## src/rtl/axis_ingress_fifo_if.sv

```systemverilog
// AXI4-Stream bundle for the ingress FIFO. A beat transfers on a rising clk edge
// when tvalid && tready; the master holds tvalid and its payload stable until then.
interface axis_ingress_fifo_if #(
  parameter int DATA_WIDTH = 8,
  parameter int USER_WIDTH = 1
);
  logic [DATA_WIDTH-1:0] tdata;
  logic                  tvalid;
  logic                  tready;
  logic                  tlast;
  logic [USER_WIDTH-1:0] tuser;

  modport master (output tdata, output tvalid, output tlast, output tuser, input tready);
  modport slave  (input tdata, input tvalid, input tlast, input tuser, output tready);
endinterface

```

## src/rtl/axis_ingress_fifo.sv

```systemverilog
// Elastic AXI-stream ingress FIFO (first-word-fall-through, cut-through or store-and-forward).
// Optional rx statistics counters are enabled by defining AXIS_INGRESS_STATS_EN.
module axis_ingress_fifo #(
  parameter int DATA_WIDTH = 8,
  parameter int USER_WIDTH = 1,
  parameter int DEPTH      = 16,
  parameter int STORE_FWD  = 0
) (
  input  logic                   clk,
  input  logic                   rst_n,
  axis_ingress_fifo_if.slave     s,
  axis_ingress_fifo_if.master    m,
  output logic [$clog2(DEPTH):0] level,
  output logic [$clog2(DEPTH):0] frames
`ifdef AXIS_INGRESS_STATS_EN
  ,
  output logic [31:0]            rx_frames,
  output logic [31:0]            rx_stall
`endif
);
  localparam int AW = $clog2(DEPTH);
  localparam int LW = AW + 1;
  localparam int EW = USER_WIDTH + 1 + DATA_WIDTH;
  localparam logic [LW-1:0] FULL_LVL = LW'(DEPTH);

  logic [EW-1:0] mem_q [DEPTH];
  logic [AW-1:0] wr_ptr_q;
  logic [AW-1:0] rd_ptr_q;
  logic [LW-1:0] level_q;
  logic [LW-1:0] level_d;
  logic [LW-1:0] frames_q;
  logic [LW-1:0] frames_d;
  logic [EW-1:0] hold_q;
  logic [EW-1:0] out_word;
  logic          ready_en_q;
  logic          wr;
  logic          rd;
  logic          wr_last;
  logic          rd_last;
  logic          nonempty;
  logic          full;
  logic          out_valid;

  assign nonempty = (level_q != '0);
  assign full     = (level_q == FULL_LVL);

  // ready_en_q keeps s_tready low until the first edge after reset release.
  assign s.tready = ready_en_q && !full;
  assign wr       = s.tvalid && s.tready;
  assign rd       = out_valid && m.tready;

  // When empty, present the last word read so m_* hold their value.
  assign out_word = nonempty ? mem_q[rd_ptr_q] : hold_q;
  assign m.tvalid = out_valid;
  assign m.tdata  = out_word[DATA_WIDTH-1:0];
  assign m.tlast  = out_word[DATA_WIDTH];
  assign m.tuser  = out_word[EW-1 -: USER_WIDTH];

  assign wr_last = wr && s.tlast;
  assign rd_last = rd && out_word[DATA_WIDTH];

  assign level  = level_q;
  assign frames = frames_q;

  always_comb begin
    level_d  = level_q;
    frames_d = frames_q;
    if (wr && !rd)      level_d = level_q + 1'b1;
    else if (rd && !wr) level_d = level_q - 1'b1;
    if (wr_last && !rd_last)      frames_d = frames_q + 1'b1;
    else if (rd_last && !wr_last) frames_d = frames_q - 1'b1;
  end

  always_ff @(posedge clk or negedge rst_n) begin
    if (!rst_n) begin
      wr_ptr_q   <= '0;
      rd_ptr_q   <= '0;
      level_q    <= '0;
      frames_q   <= '0;
      hold_q     <= '0;
      ready_en_q <= 1'b0;
    end else begin
      ready_en_q <= 1'b1;
      level_q    <= level_d;
      frames_q   <= frames_d;
      if (wr) wr_ptr_q <= wr_ptr_q + 1'b1;
      if (rd) begin
        rd_ptr_q <= rd_ptr_q + 1'b1;
        hold_q   <= out_word;
      end
    end
  end

  // Storage is only observed once written, so it carries no reset.
  always_ff @(posedge clk) begin
    if (wr) mem_q[wr_ptr_q] <= {s.tuser, s.tlast, s.tdata};
  end

  if (STORE_FWD != 0) begin : g_store_fwd
    logic draining_q;
    logic draining_d;

    // Once an oversize frame starts leaving via the full-escape, keep it flowing to tlast.
    always_comb begin
      draining_d = draining_q;
      if (rd_last)                      draining_d = 1'b0;
      else if (rd && frames_q == '0)    draining_d = 1'b1;
    end

    always_ff @(posedge clk or negedge rst_n) begin
      if (!rst_n) draining_q <= 1'b0;
      else        draining_q <= draining_d;
    end

    assign out_valid = nonempty && ((frames_q != '0) || full || draining_q);
  end else begin : g_cut_through
    assign out_valid = nonempty;
  end

`ifdef AXIS_INGRESS_STATS_EN
  logic [31:0] rx_frames_q;
  logic [31:0] rx_stall_q;

  always_ff @(posedge clk or negedge rst_n) begin
    if (!rst_n) begin
      rx_frames_q <= '0;
      rx_stall_q  <= '0;
    end else begin
      if (wr_last) rx_frames_q <= rx_frames_q + 32'd1;
      if (s.tvalid && !s.tready && (rx_stall_q != 32'hFFFF_FFFF))
        rx_stall_q <= rx_stall_q + 32'd1;
    end
  end

  assign rx_frames = rx_frames_q;
  assign rx_stall  = rx_stall_q;
`endif
endmodule

```

## src/flat_wrapper.sv

```systemverilog
// flat-port wrapper written by rule: the top's interface ports become plain ports
module axis_ingress_fifo_flat 
#(
  parameter int DATA_WIDTH = 8,
  parameter int USER_WIDTH = 1,
  parameter int DEPTH      = 16,
  parameter int STORE_FWD  = 0
)
  (clk, rst_n, level, frames, s_tdata, s_tvalid, s_tlast, s_tuser, s_tready, m_tdata, m_tvalid, m_tlast, m_tuser, m_tready);
  axis_ingress_fifo_if #(.DATA_WIDTH(DATA_WIDTH), .USER_WIDTH(USER_WIDTH)) s_i ();
  axis_ingress_fifo_if #(.DATA_WIDTH(DATA_WIDTH), .USER_WIDTH(USER_WIDTH)) m_i ();
  input  logic clk;
  input  logic rst_n;
  output logic [$clog2(DEPTH):0] level;
  output logic [$clog2(DEPTH):0] frames;
  input wire logic [$bits(s_i.tdata)-1:0] s_tdata;
  input wire logic [$bits(s_i.tvalid)-1:0] s_tvalid;
  input wire logic [$bits(s_i.tlast)-1:0] s_tlast;
  input wire logic [$bits(s_i.tuser)-1:0] s_tuser;
  output wire logic [$bits(s_i.tready)-1:0] s_tready;
  output wire logic [$bits(m_i.tdata)-1:0] m_tdata;
  output wire logic [$bits(m_i.tvalid)-1:0] m_tvalid;
  output wire logic [$bits(m_i.tlast)-1:0] m_tlast;
  output wire logic [$bits(m_i.tuser)-1:0] m_tuser;
  input wire logic [$bits(m_i.tready)-1:0] m_tready;
  assign s_i.tdata = s_tdata;
  assign s_i.tvalid = s_tvalid;
  assign s_i.tlast = s_tlast;
  assign s_i.tuser = s_tuser;
  assign s_tready = s_i.tready;
  assign m_tdata = m_i.tdata;
  assign m_tvalid = m_i.tvalid;
  assign m_tlast = m_i.tlast;
  assign m_tuser = m_i.tuser;
  assign m_i.tready = m_tready;
  axis_ingress_fifo #(.DATA_WIDTH(DATA_WIDTH), .USER_WIDTH(USER_WIDTH), .DEPTH(DEPTH), .STORE_FWD(STORE_FWD)) u_core (.clk(clk), .rst_n(rst_n), .s(s_i), .m(m_i), .level(level), .frames(frames));
endmodule
```

## config.mk

```make
export PLATFORM = sky130hd
export DESIGN_NAME = axis_ingress_fifo_flat
export DESIGN_NICKNAME = d
export VERILOG_FILES = /design/src/rtl/axis_ingress_fifo_if.sv /design/src/rtl/axis_ingress_fifo.sv /design/src/flat_wrapper.sv
export SDC_FILE = /design/constraint.sdc
export NUM_CORES = 1
export LEC_CHECK = 0
export BUFFER_PORTS_ARGS = -buffer_cell sky130_fd_sc_hd__buf_2
export CELL_PAD_IN_SITES_DETAIL_PLACEMENT = 0
export CELL_PAD_IN_SITES_GLOBAL_PLACEMENT = 1
export CORE_AREA = 2 2 141 143
export DETAILED_ROUTE_END_ITERATION = 8
export DIE_AREA = 0 0 143 145
export HOLD_SLACK_MARGIN = 0.02
export PLACE_DENSITY_LB_ADDON = 0.2
export SYNTH_ARGS = -nofsm -noshare
export SYNTH_HDL_FRONTEND = slang
export SYNTH_SLANG_ARGS = --single-unit
```

## constraint.sdc

```tcl
create_clock -name clk -period 3 [get_ports clk]
set_input_delay 0.45 -clock clk [delete_from_list [all_inputs] [get_ports clk]]
set_output_delay 0.45 -clock clk [all_outputs]
set_load 0.005 [all_outputs]
```

==> impl_results.md, run 1 <==
- Clk_skew: 0.007879 ns
- Vias in the first global route: 3818
- TritonCTS Sinks: 189
- Iter 0 DRT Violations: 219
- Max H-tree Level: 4
- GRT Overall Usage: 15.11%
- Setup WS pre-CTS: -0.1129 ns
- Final Max Tran Viols: 0
- Setup crit end: m_tdata[1]
- Share of cells above drive strength 1: 31.85%
- Wire per inst: 20.00 um
- Unrepaired setup endpoints after global routing: false
- Worst-skew pair later-pin latency: 0.42 ns
- Worst-path clk slew: 0.06 ns
- Final Cycle Share: 96.58%
- CP peak stage delay: 0.49 ns
- Slew HR: 51.52%
- Setup CP Type: flip-flop to primary output
- R2R Setup Slk: 0.20 ns
- Slowest cell on crit path: dfrtp_4
- Die footprint: 0.02074 mm^2
- Fin util: 46.81%
- IO buf count: 35
- Distinct cells, synth: 32
- I/O pins: 36
- Syn_area_per_cell: 18.09 um^2
- Pwr/cell area: 944.6 mW/mm^2
- CTS Buf Count: 17
- Yosys warns: 0
- Setup violators final: 0
- Crit Reg-Reg Startpoint: u_core.rd_ptr_q[0]$_DFFE_PN0P_
- DRC violations left: 0
- Mapped Nets: 457
- HP Class: input port to asynchronous set/reset pin
- Area grow syn2layout: 16.15%
- Final Hold Viols: 0
- Leakage: 3.105 nW
- Die Y: 145 um
- Slew @ Worst Pin: 0.7272 ns
- Fmax achieved: 345.2 MHz
- DRT Pass-1 Iters: 4
- CP Data Arrival Time: 2.45 ns
- Register bit total from synthesis: 189
- Max-Cap Viols: 0
- FF-to-FF path depth: 12
- Seq/Total Area, Yosys: 71.44%
- Total Nets Final: 509
- Number of cell rows: 51
- Core Region: 0.01921 mm^2
- Post-route setup TNS: 0 ns
- Pin count of the biggest net entering global routing: 34
- Placer Congestion: 0.7137
- Status: finished clean
- Worst setup SP type: flip-flop
- Crit. End Element: primary output
- VDD IR-drop max: 447.1 uV
- Vias per cell: 4.943
- CP required: 2.55 ns
- Routed vias: 3747
- Synthesized netlist cell count: 428
- Final Worst Setup Slack: 0.1027 ns
- R2R Path End: u_core.frames[3]$_DFFE_PN0P_
- Setup crit start: u_core.rd_ptr_q[0]$_DFFE_PN0P_
- Diode count: 0
- Tmin final: 2.897 ns
- Post-Syn Area: 0.007741 mm^2
- DP HPWL: 9.370 mm
- Remaining global-route overflow: 0
- Routed Wire Length: 15.16 mm
- Final ANT Viol Nets: 0
- Crit path max fanout: 13
- Worst-path cell chain: buf_4, buf_4, buf_16, mux4_2, mux2_2, o21ai_1, o21ai_1, buf_2
- Clock root cell: clkbuf_16
- Die W: 143 um
- Initial antenna violation count: 0
- CTS tree: yes
- Max clock buf depth: 2
- First-pass GRT wire length: 22.59 mm
- Initial Util: 40.30%
layout by cell type (no fill, tap or decap), types with 15 or more instances in the layout:
master       n
buf_4       15
buf_2       36
clkbuf_16   17
edfxtp_1   160
nand2_1     42
and2_1      16
o21ai_1     18
dfrtp_1     28
mux4_2      40
worst min-delay path by stage:
stage,startpoint,end,slack (ns),depth (start not counted)
after detailed placement,u_core.frames[4]$_DFFE_PN0P_,u_core.frames[4]$_DFFE_PN0P_,0.46,1
after CTS,rst_n,u_core.ready_en_q$_DFF_PN0_,0.09,1
after floorplan,rst_n,u_core.frames[0]$_DFFE_PN0P_,0.15,0
final,rst_n,u_core.level[3]$_DFFE_PN0P_,0.08,1
after global placement,u_core.frames[4]$_DFFE_PN0P_,u_core.frames[4]$_DFFE_PN0P_,0.46,1
after global routing,rst_n,u_core.ready_en_q$_DFF_PN0_,0.12,1
report_power, final:
group | total, mW | leakage [nW] | switching, mW | internal (mW)
clock network | 2.15 | 0.281 | 0.956 | 1.19
logic | 2.96 | 1.04 | 1.45 | 1.51
registers | 3.39 | 1.79 | 0.216 | 3.17
registers in the layout (all words and copies together), names as in the netlist:
| register | cells |
|---|---|
| u_core.mem_q | 160 |
| u_core.hold_q | 10 |
| u_core.frames | 5 |
| u_core.level | 5 |
| u_core.rd_ptr_q | 4 |
| u_core.wr_ptr_q | 4 |
| u_core.ready_en_q | 1 |
per-layer routing:
| metal | vias to the layer above | part of all wire [%] | track usage [%] |
|---|---|---|---|
| met2 | 41 | 49 | 23.90 |
| li1 | 1748 | - | - |
| met4 | 0 | 1.6 | 5.099 |
| met1 | 1939 | 47 | 21.10 |
| met5 | - | 0 | 0 |
| met3 | 19 | 1.7 | 2.871 |
through the flow:
step	std cells	instance area, um^2	total power, mW	hold slack [ns]
3_3_place_gp	719	8217	6.051	0.4585
2_1_floorplan	428	7741	5.291	0.1544
6_report	758	8991	8.493	0.08040
3_5_place_dp	719	8217	6.096	0.4595
5_1_grt	758	8991	8.976	0.1246
4_1_cts	752	8841	8.345	0.08695
cell families after synthesis:
family,count (synthesis),share of synthesized area [%]
XOR/XNOR,15,1.697
flip-flops,189,71.44
AO/OA/AOI/OAI,42,2.877
buffers and inverters,31,2.069
adder cells (fa/ha/maj),15,2.618
multiplexers,64,14.92
other,1,0.04844
AND/OR/NAND/NOR,71,4.332
Yosys cell counts:
cell      number  area (um^2)
edfxtp_1     160         4805
nand2_1       42        157.7
mux4_2        40        900.9
dfrtp_1       29        725.7
o21ai_1       23        115.1
and2_1        16        100.1
ha_1          13        162.7
mux2i_1       13        130.1
mux2_2        11        123.9
xnor2_1       11        96.34
o21ai_0       10        50.05
inv_1          7        26.28
buf_1          5        18.77
buf_2          5        25.02
a21o_1         4        30.03
a21oi_1        4        20.02
buf_4          4        30.03
clkbuf_1       4        15.01
xor2_1         4        35.03
buf_6          3        33.78
inv_2          3        11.26
nor2_1         3        11.26
and3_1         2        12.51
fa_1           2        40.04
nand4_1        2        12.51
nor3b_1        2        15.01
a21boi_1       1        7.510
and2_4         1        8.760
conb_1         1        3.750
nor2b_1        1        6.260
nor3_1         1        5.000
nor4_1         1        6.260
critical path: cells and delay by family (launching register included):
kind	cells	cell delay, ns
flops	1	0.49
buf+inv	4	0.58
compound gates	2	0.26
mux	2	0.69
area by class of cell:
type | count | area [um^2]
tap | 265 | 331.6
multi-input combinational | 208 | 2161
timing repair buffer | 54 | 360.3
fill | 1623 | 10220
sequential | 189 | 5534
clock buffer | 20 | 456.7
clock inverter | 12 | 110.1
inverter | 10 | 37.54
what timing repair did:
| action | 4_1_cts | 5_1_grt |
|---|---|---|
| setup buffers | 0 | 6 |
| cloned | 1 | 0 |
| setup endpoints to repair | 9 | 12 |
| resized for setup | 8 | 22 |
| hold buffers | 0 | 0 |
| pin swaps | 0 | 1 |
(Power assumes the default switching activity.)
==> run 2: changes to the inputs <==
SETUP_SLACK_MARGIN = 0.2   (was not set)
==> run 2 against run 1 <==
Global-route usage up 1.1 points. Worst hold slack got worse by 0.0045 ns. Flip-flop and latch count stayed put. Wire length rose by 5.0%. Clock skew grew 0.0064 ns. Sequential power hardly changed. Worst setup slack improved by 0.11 ns. Via count increased by 2.6%. Largest cell class unchanged.
==> impl_results.md, run 2 (synthesis gave the netlist of run 1 again) <==
- Slew @ Worst Pin: 0.7460 ns (was 0.7272 ns)
- Routed Wire Length: 15.93 mm (was 15.16 mm)
- Vias in the first global route: 3988 (was 3818)
- DRC violations left: 0 (unchanged)
- Pin count of the biggest net entering global routing: 38 (was 34)
- IO buf count: 35 (unchanged)
- Fmax achieved: 359.3 MHz (was 345.2 MHz)
- Sequential power share: 37.2% (was 39.9%)
- Crit. End Element: primary output (unchanged)
- R2R Setup Slk: 0.34 ns (was 0.20 ns)
- Commonest non-fill, non-tap cell in the layout: edfxtp_1 (unchanged)
- Combinational share of power: 36.7% (was 34.8%)
- Setup CP Type: flip-flop to primary output (unchanged)
- Core Region: 0.01921 mm^2 (unchanged)
- Placer Congestion: 0.7062 (was 0.7137)
- I/O pins: 36 (unchanged)
- Vias per cell: 5.025 (was 4.943)
- Number of cell rows: 51 (unchanged)
- Hold-fix buffers, CTS: 0 (unchanged)
- Clock share of power: 26.1% (was 25.3%)
- DP HPWL: 9.333 mm (was 9.370 mm)
- CP required: 2.55 ns (about the same)
- Final ANT Viol Nets: 0 (unchanged)
- Unrepaired setup endpoints after global routing: true (was false)
- Register area: 0.005535 mm^2 (was 0.005534 mm^2)
- Leakage: 3.206 nW (was 3.105 nW)
- Worst hold slack: 0.07591 ns (was 0.08040 ns)
- Wire per inst: 20.82 um (was 20.00 um)
- P_int: 6.320 mW (was 5.869 mW)
- Post-route setup TNS: 0 ns (unchanged)
- Worst setup SP type: flip-flop (unchanged)
- Die footprint: 0.02074 mm^2 (unchanged)
- R2R Path End: u_core.frames[4]$_DFFE_PN0P_ (was u_core.frames[3]$_DFFE_PN0P_)
- Max-Cap Viols: 0 (unchanged)
- CP Data Arrival Time: 2.33 ns (was 2.45 ns)
- Die W: 143 um (unchanged)
- Total Nets Final: 516 (was 509)
- HP Class: input port to asynchronous set/reset pin (unchanged)
- CTS tree: yes (unchanged)
- Remaining global-route overflow: 0 (unchanged)
- CTS Buf Count: 17 (unchanged)
- Area grow syn2layout: 19.80% (was 16.15%)
- Setup violators final: 0 (unchanged)
- GRT Overall Usage: 16.25% (was 15.11%)
- TritonCTS Sinks: 189 (unchanged)
- Fill cell count: 1617 (was 1623)
- Leading cell types in the layout, fill and taps excluded: edfxtp_1, mux4_2, nand2_1, buf_2, dfrtp_1 (was edfxtp_1, nand2_1, mux4_2, buf_2, dfrtp_1)
- Iter 0 DRT Violations: 279 (was 219)
- FF-to-FF path depth: 12 (unchanged)
- Slew HR: 50.26% (was 51.52%)
- Final Hold Viols: 0 (unchanged)
- Switching part of the total: 30.72% (was 30.89%)
- Multi-input logic area: 0.002277 mm^2 (was 0.002161 mm^2)
- DRT Pass-1 Iters: 4 (unchanged)
- Crit path max fanout: 6 (was 13)
- Tmin final: 2.783 ns (was 2.897 ns)
- Diode count: 0 (unchanged)
- Clk_skew: 0.01433 ns (was 0.007879 ns)
- Final Cycle Share: 92.77% (was 96.58%)
- Net Sw Power: 2.802 mW (was 2.623 mW)
- Initial Util: 40.30% (unchanged)
- Routed vias: 3844 (was 3747)
- Largest regs: u_core.mem_q: 160 flops, u_core.hold_q: 10 flops (unchanged)
- Max clock buf depth: 2 (unchanged)
- VDD IR-drop max: 548.9 uV (was 447.1 uV)
- Crit Reg-Reg Startpoint: u_core.rd_ptr_q[0]$_DFFE_PN0P_ (unchanged)
- Worst-path clk slew: 0.07 ns (was 0.06 ns)
- Clock root cell: clkbuf_16 (unchanged)
- First-pass GRT wire length: 23.96 mm (was 22.59 mm)
- Biggest register: u_core.mem_q (unchanged)
- Pwr/cell area: 983.7 mW/mm^2 (was 944.6 mW/mm^2)
- Die Y: 145 um (unchanged)
- Initial antenna violation count: 0 (unchanged)
- Max H-tree Level: 4 (unchanged)
- Final Max Tran Viols: 0 (unchanged)
- Worst-skew pair later-pin latency: 0.44 ns (was 0.42 ns)
- Largest register FFs: 160 (unchanged)
- Share of cells above drive strength 1: 36.60% (was 31.85%)
- Status: finished clean (unchanged)
## run 2: cell types whose count changed in the layout (fill, tap and decap cells not counted), sizes merged
cell	change
inv	+2
clkbuf	+1
buf	+6
clkinv	-5
bufinv	+3
## run 2: metrics by stage
| step | cells | worst slack, ns | util (%) | cell area, um^2 | total power [mW] |
|---|---|---|---|---|---|
| final | 765 | 0.2169 | 48.28 | 9274 | 9.122 |
| after global routing | 765 | 0.1456 | 48.28 | 9274 | 9.630 |
| after CTS | 760 | 0.1742 | 47.14 | 9054 | 8.837 |
| after detailed placement | 721 | 0.1899 | 42.91 | 8242 | 6.101 |
| after global placement | 721 | 0.2048 | 42.91 | 8242 | 6.062 |
| after floorplan | 428 | 0.2161 | - | 7751 | 5.301 |
## run 2: how the worst max path moves through the flow
stage,start,end,slack (ns)
2_1_floorplan,u_core.level[1]$_DFFE_PN0P_,u_core.level[4]$_DFFE_PN0P_,0.22
3_3_place_gp,u_core.rd_ptr_q[0]$_DFFE_PN0P_,u_core.frames[4]$_DFFE_PN0P_,0.20
3_5_place_dp,u_core.rd_ptr_q[0]$_DFFE_PN0P_,u_core.frames[4]$_DFFE_PN0P_,0.19
4_1_cts,u_core.rd_ptr_q[0]$_DFFE_PN0P_,m_tdata[5],0.17
5_1_grt,u_core.rd_ptr_q[0]$_DFFE_PN0P_,m_tdata[4],0.15
6_report,u_core.rd_ptr_q[0]$_DFFE_PN0P_,m_tdata[4],0.22
## run 2: cell type report
type	instances	area share, %
Multi-Input combinational cell	208	24.55
Clock buffer	20	4.709
Sequential cell	189	59.69
Clock inverter	12	1.983
Timing Repair Buffer	61	5.086
Tap cell	265	3.575
Inverter	10	0.4047
## run 2: timing repair
item | in CTS | in global routing
gates cloned | 2 | 1
endpoints found under the setup margin | 10 | 12
buffers inserted | 5 | 4
gates resized for setup | 23 | 40
pin swaps | 0 | 4
## run 2: critical path, cell delays in order (launching register included)
cell and delay (ns):
dfrtp_2 0.44, buf_6 0.14, clkbuf_16 0.16, mux4_2 0.51, mux2_4 0.30, o21ai_4 0.15, o21ai_1 0.08, buf_2 0.13
## run 2: layer usage
layer  up-vias  share of wire [%]  track usage, %  routed length, um
li1       1771                  -               -                  -
met1      1989                 45           22.05               7120
met2        66                 51           26.46               8119
met3        18                3.0           3.069                478
met4         0                1.3           5.396                208
met5         -                  0               0                  0
## run 2: power by group through the flow
stage | Clock (mW) | Sequential (mW) | Combinational [mW]
2_1_floorplan | 0 | 3.38 | 1.93
3_3_place_gp | 0 | 3.43 | 2.63
3_5_place_dp | 0 | 3.44 | 2.66
4_1_cts | 2.43 | 3.39 | 3.02
5_1_grt | 2.52 | 3.43 | 3.68
6_report | 2.38 | 3.40 | 3.34
==> run 3: changes to the inputs <==
TNS_END_PERCENT = 20   (was not set)
clock period = 2.5 ns   (was 3 ns; I/O delays follow)
==> run 3 against run 2 <==
The run now ends with negative setup slack left. Critical path depth increased by 2. Sequential power rose by 19%. Clock skew is 0.00053 ns lower. Combinational power grew 31%. Utilization increased by 1.5 points. Critical path type unchanged. Critical endpoint is now m_tdata[3].
==> impl_results.md, run 3 (synthesis gave the netlist of run 1 again) <==
- Status: finished with violations (was finished clean)
- Failing checks: negative setup slack
- Leakage: 3.426 nW (was 3.206 nW)
- Share of cells above drive strength 1: 39.96% (was 36.60%)
- Worst hold slack: 0.3298 ns (was 0.07591 ns)
- Unrepaired setup endpoints after global routing: true (unchanged)
- Slew @ Worst Pin: 0.6968 ns (was 0.7460 ns)
- Vias per cell: 4.944 (was 5.025)
- Post-Layout Cell Count: 808 (was 765)
- Number of cell rows: 51 (unchanged)
- Setup violators final: 13 (was 0)
- Core Region: 0.01921 mm^2 (unchanged)
- Final Worst Setup Slack: -0.3010 ns (was 0.2169 ns)
- Clock root cell: clkbuf_16 (unchanged)
- Biggest register: u_core.mem_q (unchanged)
- CP required: 2.12 ns (was 2.55 ns)
- Final ANT Viol Nets: 0 (unchanged)
- Slew HR: 53.55% (was 50.26%)
- Crit. End Element: primary output (unchanged)
- P_int: 7.672 mW (was 6.320 mW)
- I/O pins: 36 (unchanged)
- DP HPWL: 10.72 mm (was 9.333 mm)
- Placed cell count: 767 (was 721)
- CP Data Arrival Time: 2.43 ns (was 2.33 ns)
- Final Cycle Share: 112.0%
- Design area: 0.009559 mm^2 (was 0.009274 mm^2)
- Worst-skew pair later-pin latency: 0.43 ns (was 0.44 ns)
- Die Y: 145 um (unchanged)
- Combinational share of power: 39.6% (was 36.7%)
- Clk_skew: 0.01380 ns (was 0.01433 ns)
- Die footprint: 0.02074 mm^2 (unchanged)
- Final Max Tran Viols: 0 (unchanged)
- HP Class: input port to flip-flop (was input port to asynchronous set/reset pin)
- Crit path max fanout: 5 (was 6)
- DRC violations left: 0 (unchanged)
- Largest regs: u_core.mem_q: 160 flops, u_core.hold_q: 10 flops (unchanged)
- Die W: 143 um (unchanged)
- Final Hold Viols: 0 (unchanged)
- Worst setup SP type: flip-flop (unchanged)
- Sequential power share: 36.6% (was 37.2%)
- Max clock buf depth: 2 (unchanged)
- Net Sw Power: 3.403 mW (was 2.802 mW)
- Routed Wire Length: 16.47 mm (was 15.93 mm)
- GRT Overall Usage: 16.79% (was 16.25%)
- Routed vias: 3995 (was 3844)
- Total Nets Final: 560 (was 516)
- Initial antenna violation count: 0 (unchanged)
- Tmin final: 2.801 ns
- Post-route setup TNS: -2.867 ns (was 0 ns)
- Remaining global-route overflow: 0 (unchanged)
- First-pass GRT wire length: 25.27 mm (was 23.96 mm)
- Max H-tree Level: 4 (unchanged)
- Post-Place Cell Area: 0.008668 mm^2 (was 0.008242 mm^2)
- Fmax achieved: 357.0 MHz
- Placer Congestion: 0.7237 (was 0.7062)
- Pwr/cell area: 1159 mW/mm^2 (was 983.7 mW/mm^2)
- Initial Util: 40.30% (unchanged)
- Switching part of the total: 30.73% (was 30.72%)
- Pin count of the biggest net entering global routing: 30 (was 38)
- TritonCTS Sinks: 189 (unchanged)
- Leading cell types in the layout, fill and taps excluded: edfxtp_1, buf_4, nand2_1, mux4_2, buf_2 (was edfxtp_1, mux4_2, nand2_1, buf_2, dfrtp_1)
- Max-Cap Viols: 0 (unchanged)
- Vias in the first global route: 4199 (was 3988)
- VDD IR-drop max: 573.5 uV (was 548.9 uV)
- CTS Buf Count: 17 (unchanged)
- Diode count: 0 (unchanged)
- Wire per inst: 20.38 um (was 20.82 um)
- Commonest non-fill, non-tap cell in the layout: edfxtp_1 (unchanged)
- Largest register FFs: 160 (unchanged)
- DRT Pass-1 Iters: 4 (unchanged)
- Setup CP Type: flip-flop to primary output (unchanged)
- Fill cell count: 1618 (was 1617)
- Iter 0 DRT Violations: 336 (was 279)
- Area grow syn2layout: 23.48% (was 19.80%)
- Worst-path clk slew: 0.07 ns (about the same)
- IO buf count: 35 (unchanged)
- CTS tree: yes (unchanged)
- Clock share of power: 23.8% (was 26.1%)
## run 3: cell count changes in the layout (fill, tap and decap cells not counted), moves of 4 or more
cell / delta
nand2_2: -5
nand2_1: +5
o21ai_1: +7
mux2i_4: -6
mux2i_2: +4
buf_4: +37
buf_12: +4
## run 3: path summary, 6_finish.rpt
kind | from | end | slack, ns | cells past startpoint
worst min-delay path | s_tlast | u_core.mem_q[10][8]$_DFFE_PP_ | 0.33 | 1
worst min register to register | u_core.frames[4]$_DFFE_PN0P_ | u_core.frames[4]$_DFFE_PN0P_ | 0.48 | 1
worst max-delay path | u_core.rd_ptr_q[0]$_DFFE_PN0P_ | m_tdata[3] | -0.30 | 9
min in group asynchronous | rst_n | u_core.level[2]$_DFFE_PN0P_ | 0.51 | 2
max in group asynchronous | rst_n | u_core.rd_ptr_q[0]$_DFFE_PN0P_ | 1.48 | 2
worst max register to register | u_core.rd_ptr_q[0]$_DFFE_PN0P_ | u_core.frames[4]$_DFFE_PN0P_ | -0.19 | 13
## run 3: layer usage
layer / vias up / wire [um] / global-route usage [%]
li1: 1855 / - / -
met1: 2052 / 7361 / 23.21
met2: 72 / 8230 / 26.87
met3: 16 / 671 / 3.498
met4: 0 / 202 / 5.050
met5: - / 0 / 0
## run 3: metrics by stage
stage | utilization, % | setup slack, ns | total power, mW
floorplan | - | -0.1692 | 6.412
global placement | 45.13 | -0.1207 | 7.836
detailed placement | 45.13 | -0.2323 | 7.927
CTS | 49.25 | -0.3227 | 11.02
global route | 49.77 | -0.4002 | 11.69
finish | 49.77 | -0.3010 | 11.07
## run 3: cell type report
class,count,area [um^2],area share (%)
clock buffers,17,425.4,4.450
well taps,265,331.6,3.469
inverters,10,42.54,0.4450
multi-input cells,208,2195,22.96
clock inverters,14,143.9,1.505
repair buffers,105,888.4,9.293
flip-flops and latches,189,5533,57.88
## run 3: critical path, stage by stage, from the launching register on
cell and delay [ns]:
dfrtp_2 0.42, buf_8 0.16, buf_12 0.13, mux4_2 0.52
mux2i_2 0.19, buf_4 0.15, nand2_1 0.09, o21ai_4 0.10
o21ai_1 0.08, buf_2 0.13
## run 3: power by group through the flow
stage | logic [mW] | registers (mW) | clock network, mW
after CTS | 4.28 | 4.05 | 2.69
after global routing | 4.78 | 4.10 | 2.81
final | 4.38 | 4.05 | 2.64
after floorplan | 2.36 | 4.05 | 0
after global placement | 3.74 | 4.10 | 0
after detailed placement | 3.81 | 4.12 | 0
## run 3: timing repair
item,in CTS,in global routing
buffers inserted,6,0
resized for setup,31,17
endpoints found under the hold margin,29,0
pin swaps,4,7
hold buffers,1,0
cloned,2,1
endpoints found under the setup margin,16,25
